$ cat src/rtl/src_reg_sel.sv
// src_reg_sel: read-side pointer and output stage for the three-slot register bank.
//
// Slots are consumed in the ring order 2 -> 0 -> 1 -> 2, which matches the order the write
// side fills them. An occupancy counter stops reads from overtaking writes. A granted read
// loads the selected slot into a registered DOUT and pulses DV for one cycle.
//
// Ports:
//   CLK          system clock; all state updates on the rising edge
//   RST          synchronous active-low reset
//   WR           one-cycle pulse: write side stored a slot this cycle
//   RD           read request level; only its rising edge requests a read
//   R0, R1, R2   slot contents (W bits each)
//   T0, T1, T2   one-hot read pointer
//   DOUT         registered read data
//   DV           DOUT valid, one-cycle pulse
//   EMPTY, FULL  occupancy == 0 / occupancy == 3
//   UFL, OVF     sticky underflow / overflow flags, cleared only by reset
module src_reg_sel #(
    parameter int unsigned W = 4
) (
    input  logic         CLK,
    input  logic         RST,
    input  logic         WR,
    input  logic         RD,
    input  logic [W-1:0] R0,
    input  logic [W-1:0] R1,
    input  logic [W-1:0] R2,
    output logic         T0,
    output logic         T1,
    output logic         T2,
    output logic [W-1:0] DOUT,
    output logic         DV,
    output logic         EMPTY,
    output logic         FULL,
    output logic         UFL,
    output logic         OVF
);

    // Pointer bit order is {T2, T1, T0}.
    logic [2:0]   ptr_q, ptr_d;
    logic [1:0]   cnt_q, cnt_d;
    logic         rd_q;
    logic [W-1:0] dout_q, dout_d;
    logic         dv_q, dv_d;
    logic         empty_q, empty_d;
    logic         full_q, full_d;
    logic         ufl_q, ufl_d;
    logic         ovf_q, ovf_d;

    logic req;
    logic gnt;
    logic wr_ok;

    always_comb begin
        req   = RD & ~rd_q;
        // The grant uses the registered occupancy, so a same-cycle WR cannot rescue an empty read.
        gnt   = req & ~empty_q;
        wr_ok = WR & ~full_q;

        ptr_d   = ptr_q;
        dout_d  = dout_q;
        dv_d    = 1'b0;
        cnt_d   = cnt_q;
        ufl_d   = ufl_q | (req & empty_q);
        // A WR while full is absorbed when a read frees a slot in the same cycle.
        ovf_d   = ovf_q | (WR & full_q & ~gnt);

        if (gnt) begin
            unique case (ptr_q)
                3'b100:  dout_d = R2;
                3'b001:  dout_d = R0;
                3'b010:  dout_d = R1;
                default: dout_d = dout_q;
            endcase
            dv_d  = 1'b1;
            // T2 -> T0 -> T1 -> T2
            ptr_d = {ptr_q[1], ptr_q[0], ptr_q[2]};
        end

        // A granted read plus any WR leaves the count unchanged: the accepted write covers
        // the read, and a WR while full takes the slot the read just freed.
        if (gnt && !WR) begin
            cnt_d = cnt_q - 2'd1;
        end else if (!gnt && wr_ok) begin
            cnt_d = cnt_q + 2'd1;
        end

        empty_d = (cnt_d == 2'd0);
        full_d  = (cnt_d == 2'd3);
    end

    always_ff @(posedge CLK) begin
        if (!RST) begin
            ptr_q   <= 3'b100;
            cnt_q   <= 2'd0;
            // Reset high so an RD held through reset is not seen as a rising edge.
            rd_q    <= 1'b1;
            dout_q  <= '0;
            dv_q    <= 1'b0;
            empty_q <= 1'b1;
            full_q  <= 1'b0;
            ufl_q   <= 1'b0;
            ovf_q   <= 1'b0;
        end else begin
            ptr_q   <= ptr_d;
            cnt_q   <= cnt_d;
            rd_q    <= RD;
            dout_q  <= dout_d;
            dv_q    <= dv_d;
            empty_q <= empty_d;
            full_q  <= full_d;
            ufl_q   <= ufl_d;
            ovf_q   <= ovf_d;
        end
    end

    always_comb begin
        T2    = ptr_q[2];
        T1    = ptr_q[1];
        T0    = ptr_q[0];
        DOUT  = dout_q;
        DV    = dv_q;
        EMPTY = empty_q;
        FULL  = full_q;
        UFL   = ufl_q;
        OVF   = ovf_q;
    end

endmodule

$ cat config.mk
export PLATFORM = sky130hd
export DESIGN_NAME = src_reg_sel
export DESIGN_NICKNAME = d
export VERILOG_FILES = /design/src/rtl/src_reg_sel.sv
export SDC_FILE = /design/constraint.sdc
export NUM_CORES = 1
export LEC_CHECK = 0
export BUFFER_PORTS_ARGS = -buffer_cell sky130_fd_sc_hd__buf_2
export CAP_MARGIN = 20
export CORE_ASPECT_RATIO = 1.1
export CORE_MARGIN = 3
export CORE_UTILIZATION = 49
export DETAILED_ROUTE_END_ITERATION = 6
export HOLD_SLACK_MARGIN = 0.03
export PLACE_DENSITY = 0.8
export REMOVE_ABC_BUFFERS = 1
export SLEW_MARGIN = 25
export SYNTH_ARGS = -nofsm -noshare
export SYNTH_HDL_FRONTEND = slang
export SYNTH_SLANG_ARGS = --single-unit
$ cat constraint.sdc
create_clock -name CLK -period 3 [get_ports CLK]
set_input_delay 0 -clock CLK [delete_from_list [all_inputs] [get_ports CLK]]
set_output_delay 0 -clock CLK [all_outputs]
set_load 0.03 [all_outputs]
==> impl_results.md <==
* Largest net degree at the start of global routing at 19
* Remaining antenna violation count at 0
* Max-Cap Viols at 0
* Data required, critical path at 3220 ps
* Die area at between 1500 and 2000 um2
* Post-CTS setup buffer count at 0
* Vias in the first global route at 661
* Hold Crit Class: in2reg
* Fillers at between 100 and 150
* Crit-path max FO at 7
* CTS clk-pin slew, worst paths at 80 ps
* Xor/xnor share of the synthesized area at 0%
* DRC at 0
* Final Cycle Share at 51.0%
* Yosys reg bits at 15
* Setup Skew at ~2.1 ps
* Leakage at 0.382 nW
* Rel. slew slack at between 60% and 70%
* Post-cts resize count at 0
* Total grt overflow at 0
* Routed WL per cell at around 12 um
* Main combinational cell family by area after synthesis: compound AO/OA/AOI/OAI gates
* Library cells used by synthesis at 32
* Layout cell share with drive strength beyond 1 at 32.4%
* Initial antenna violation count at 0
* H-tree depth at 1
* Setup-failing EPs final at 0
* Warnings, synthesis at 0
* Final antenna diode count at 0
* Buffers on Ports at 27
* Hold_buf cts at 2
* Die height at 46.4 um
* Layout area overhead at 24.1%
* Setup crit start kind: flip-flop
* Net Sw Frac at 26.6%
* Critical Path AT at 1750 ps
* Internal cell power at 287 uW
* Core ar. at ~1300 um2
* Hold Slack at 41.6 ps
* Setup TNS at 0 ps
* CTS Root Buffer Type: clkbuf_4
* Most frequent cells in the layout: buf_2 (27), dfxtp_1 (15), nand2_1 (13), nand2b_1 (4), o22a_1 (4)
* TritonRoute pass-1 iters at 5
* Synthesized instance count at 79
* Avg Cell Area, Syn at 9.19 um2
* Most common cell after layout, fill and taps aside: buf_2
* Max Fclk at 0.654 GHz
* Unrepaired setup endpoints after global routing: no
* Initial Utilization at 56.5%
* Max-slew violations at 0
* Total power draw at approximately 400 uW
* Least-Margin Pin Slew at 572 ps
* Mux contribution to synthesized area at 5.86%
* Peak VDD IR at roughly 0.00037 V
* Flop pwr share at 55.5%
* Psw at 104 uW
* Combinational Power Share at between 15 and 20%
* I/O pin total at 28
* Die Wd at about 43 um
* CTS tree: built
* Outcome: finished, final reports clean
* Setup WS pre-CTS at 1500 ps
* Std cell rows at 13
* Layout Nets at 125
* Fraction of the mapped netlist area in simple logic gates at 22.9%
* Critical Path Sink Type: flip-flop
* Power per Cell Area at 435 nW/um2
* Final Hold Violating Endpoints at 0
* Clk pwr share at 28.9%
* Post-detail-place hpwl at 1.12 mm
* Post-Route WL at 1.50 mm
* Util after Layout at 70.1%
* Clock sinks at 15
* Via density at 5.55
* Placer Congestion at 0.755
* Total CTS buffers at 3
* Final Critical Period at ~1500 ps
* WS Path Type: reg2reg
* Total GRT Usage at 18.6%
* Clock Tree Buf Depth at 2
* Post-Synth Adder-Cell Area at 0%
* Post-synthesis sequential area ratio at approximately 41%
* Worst-Skew Late Latency at 280 ps
* First-pass GRT wire length at 2.63 mm
* Via count at 683
* Synthesized area at 726 um2
* Post-synthesis compound-gate area fraction at 25.9%
* Post-route setup slack at 1470 ps
* Initial drt markers at 5
## layer usage
metal	vias to the layer above	GRT usage (%)	wire (um)
met4	0	15.5	48
met5	-	0	0
met2	18	30.5	744
met1	311	18.9	611
li1	348	-	-
met3	6	7.03	94
## stage by stage
step,area (um2),cells
after CTS,901,123
final,901,123
after global routing,901,123
after detailed placement,855,117
after global placement,855,117
after floorplan,701,75
## cell usage after synthesis, drive strengths merged
| cell type | count | share of area, % |
|---|---|---|
| and3b | 1 | 1.4 |
| nand2b | 4 | 3.4 |
| nor2 | 1 | 0.52 |
| o31a | 1 | 1.4 |
| nand3 | 3 | 2.1 |
| buf | 3 | 2.9 |
| nor3 | 2 | 1.4 |
| o21a | 1 | 1.0 |
| nand2 | 13 | 6.7 |
| a21boi | 5 | 5.2 |
| dfxtp | 15 | 41 |
| o22a | 4 | 4.8 |
| o221ai | 3 | 3.6 |
| o311ai | 1 | 1.2 |
| clkbuf | 1 | 0.52 |
| inv | 1 | 0.52 |
| or2b | 1 | 1.0 |
| o22ai | 2 | 1.7 |
| mux2i | 3 | 5.9 |
| nor3b | 1 | 1.7 |
| a21oi | 3 | 2.1 |
| and2 | 1 | 0.86 |
| nor2b | 3 | 2.6 |
| o311a | 1 | 1.4 |
| o21ai | 3 | 2.6 |
| a31oi | 1 | 0.86 |
| or3b | 1 | 1.2 |
## sequential cells by signal, summed over array words and instances (netlist names), named ones only
| name | flops |
|---|---|
| rd_q | 1 |
| OVF | 1 |
| DOUT | 4 |
| ptr_q | 3 |
| DV | 1 |
| FULL | 1 |
| cnt_q | 1 |
| UFL | 1 |
| EMPTY | 1 |
## worst max-delay path, stage by stage, from the launching register on
cell     delay [ps]
dfxtp_1         330
or3b_1          530
mux2i_4         260
o31a_2          300
o21ai_2          50
## final cells by class
cell class | instances | area [um2] | area share, %
well taps | 15 | 18.8 | 2.08
multi-input cells | 59 | 397 | 44.0
clock buffers | 4 | 26.3 | 2.92
inverters | 1 | 3.75 | 0.417
flip-flops and latches | 15 | 300 | 33.3
repair buffers | 29 | 155 | 17.2
## final timing paths
kind | startpoint | to | slack, ps | cells past startpoint
setup / recovery | rd_q | EMPTY | 1470 | 4
hold / removal | RST | ptr_q[2] | 40 | 2
setup reg to reg | rd_q | EMPTY | 1470 | 4
hold reg to reg | DOUT[2] | DOUT[2] | 450 | 2
## power by group through the flow
stage,clock (mW),sequential [mW],combinational (mW)
finish,0.113,0.218,0.0609
global route,0.129,0.219,0.0678
CTS,0.118,0.217,0.0614
detailed placement,0,0.222,0.0592
global placement,0,0.221,0.0579
floorplan,0,0.231,0.0264
## logic make-up (layout without fill, tap and decap cells)
group           count (synthesis)  count (layout)
compound gates                 25              25
buf+inv                         5              34
flops                          15              15
mux                             3               3
simple gates                   31              31
Note: power is estimated with default switching activity, not from simulation.
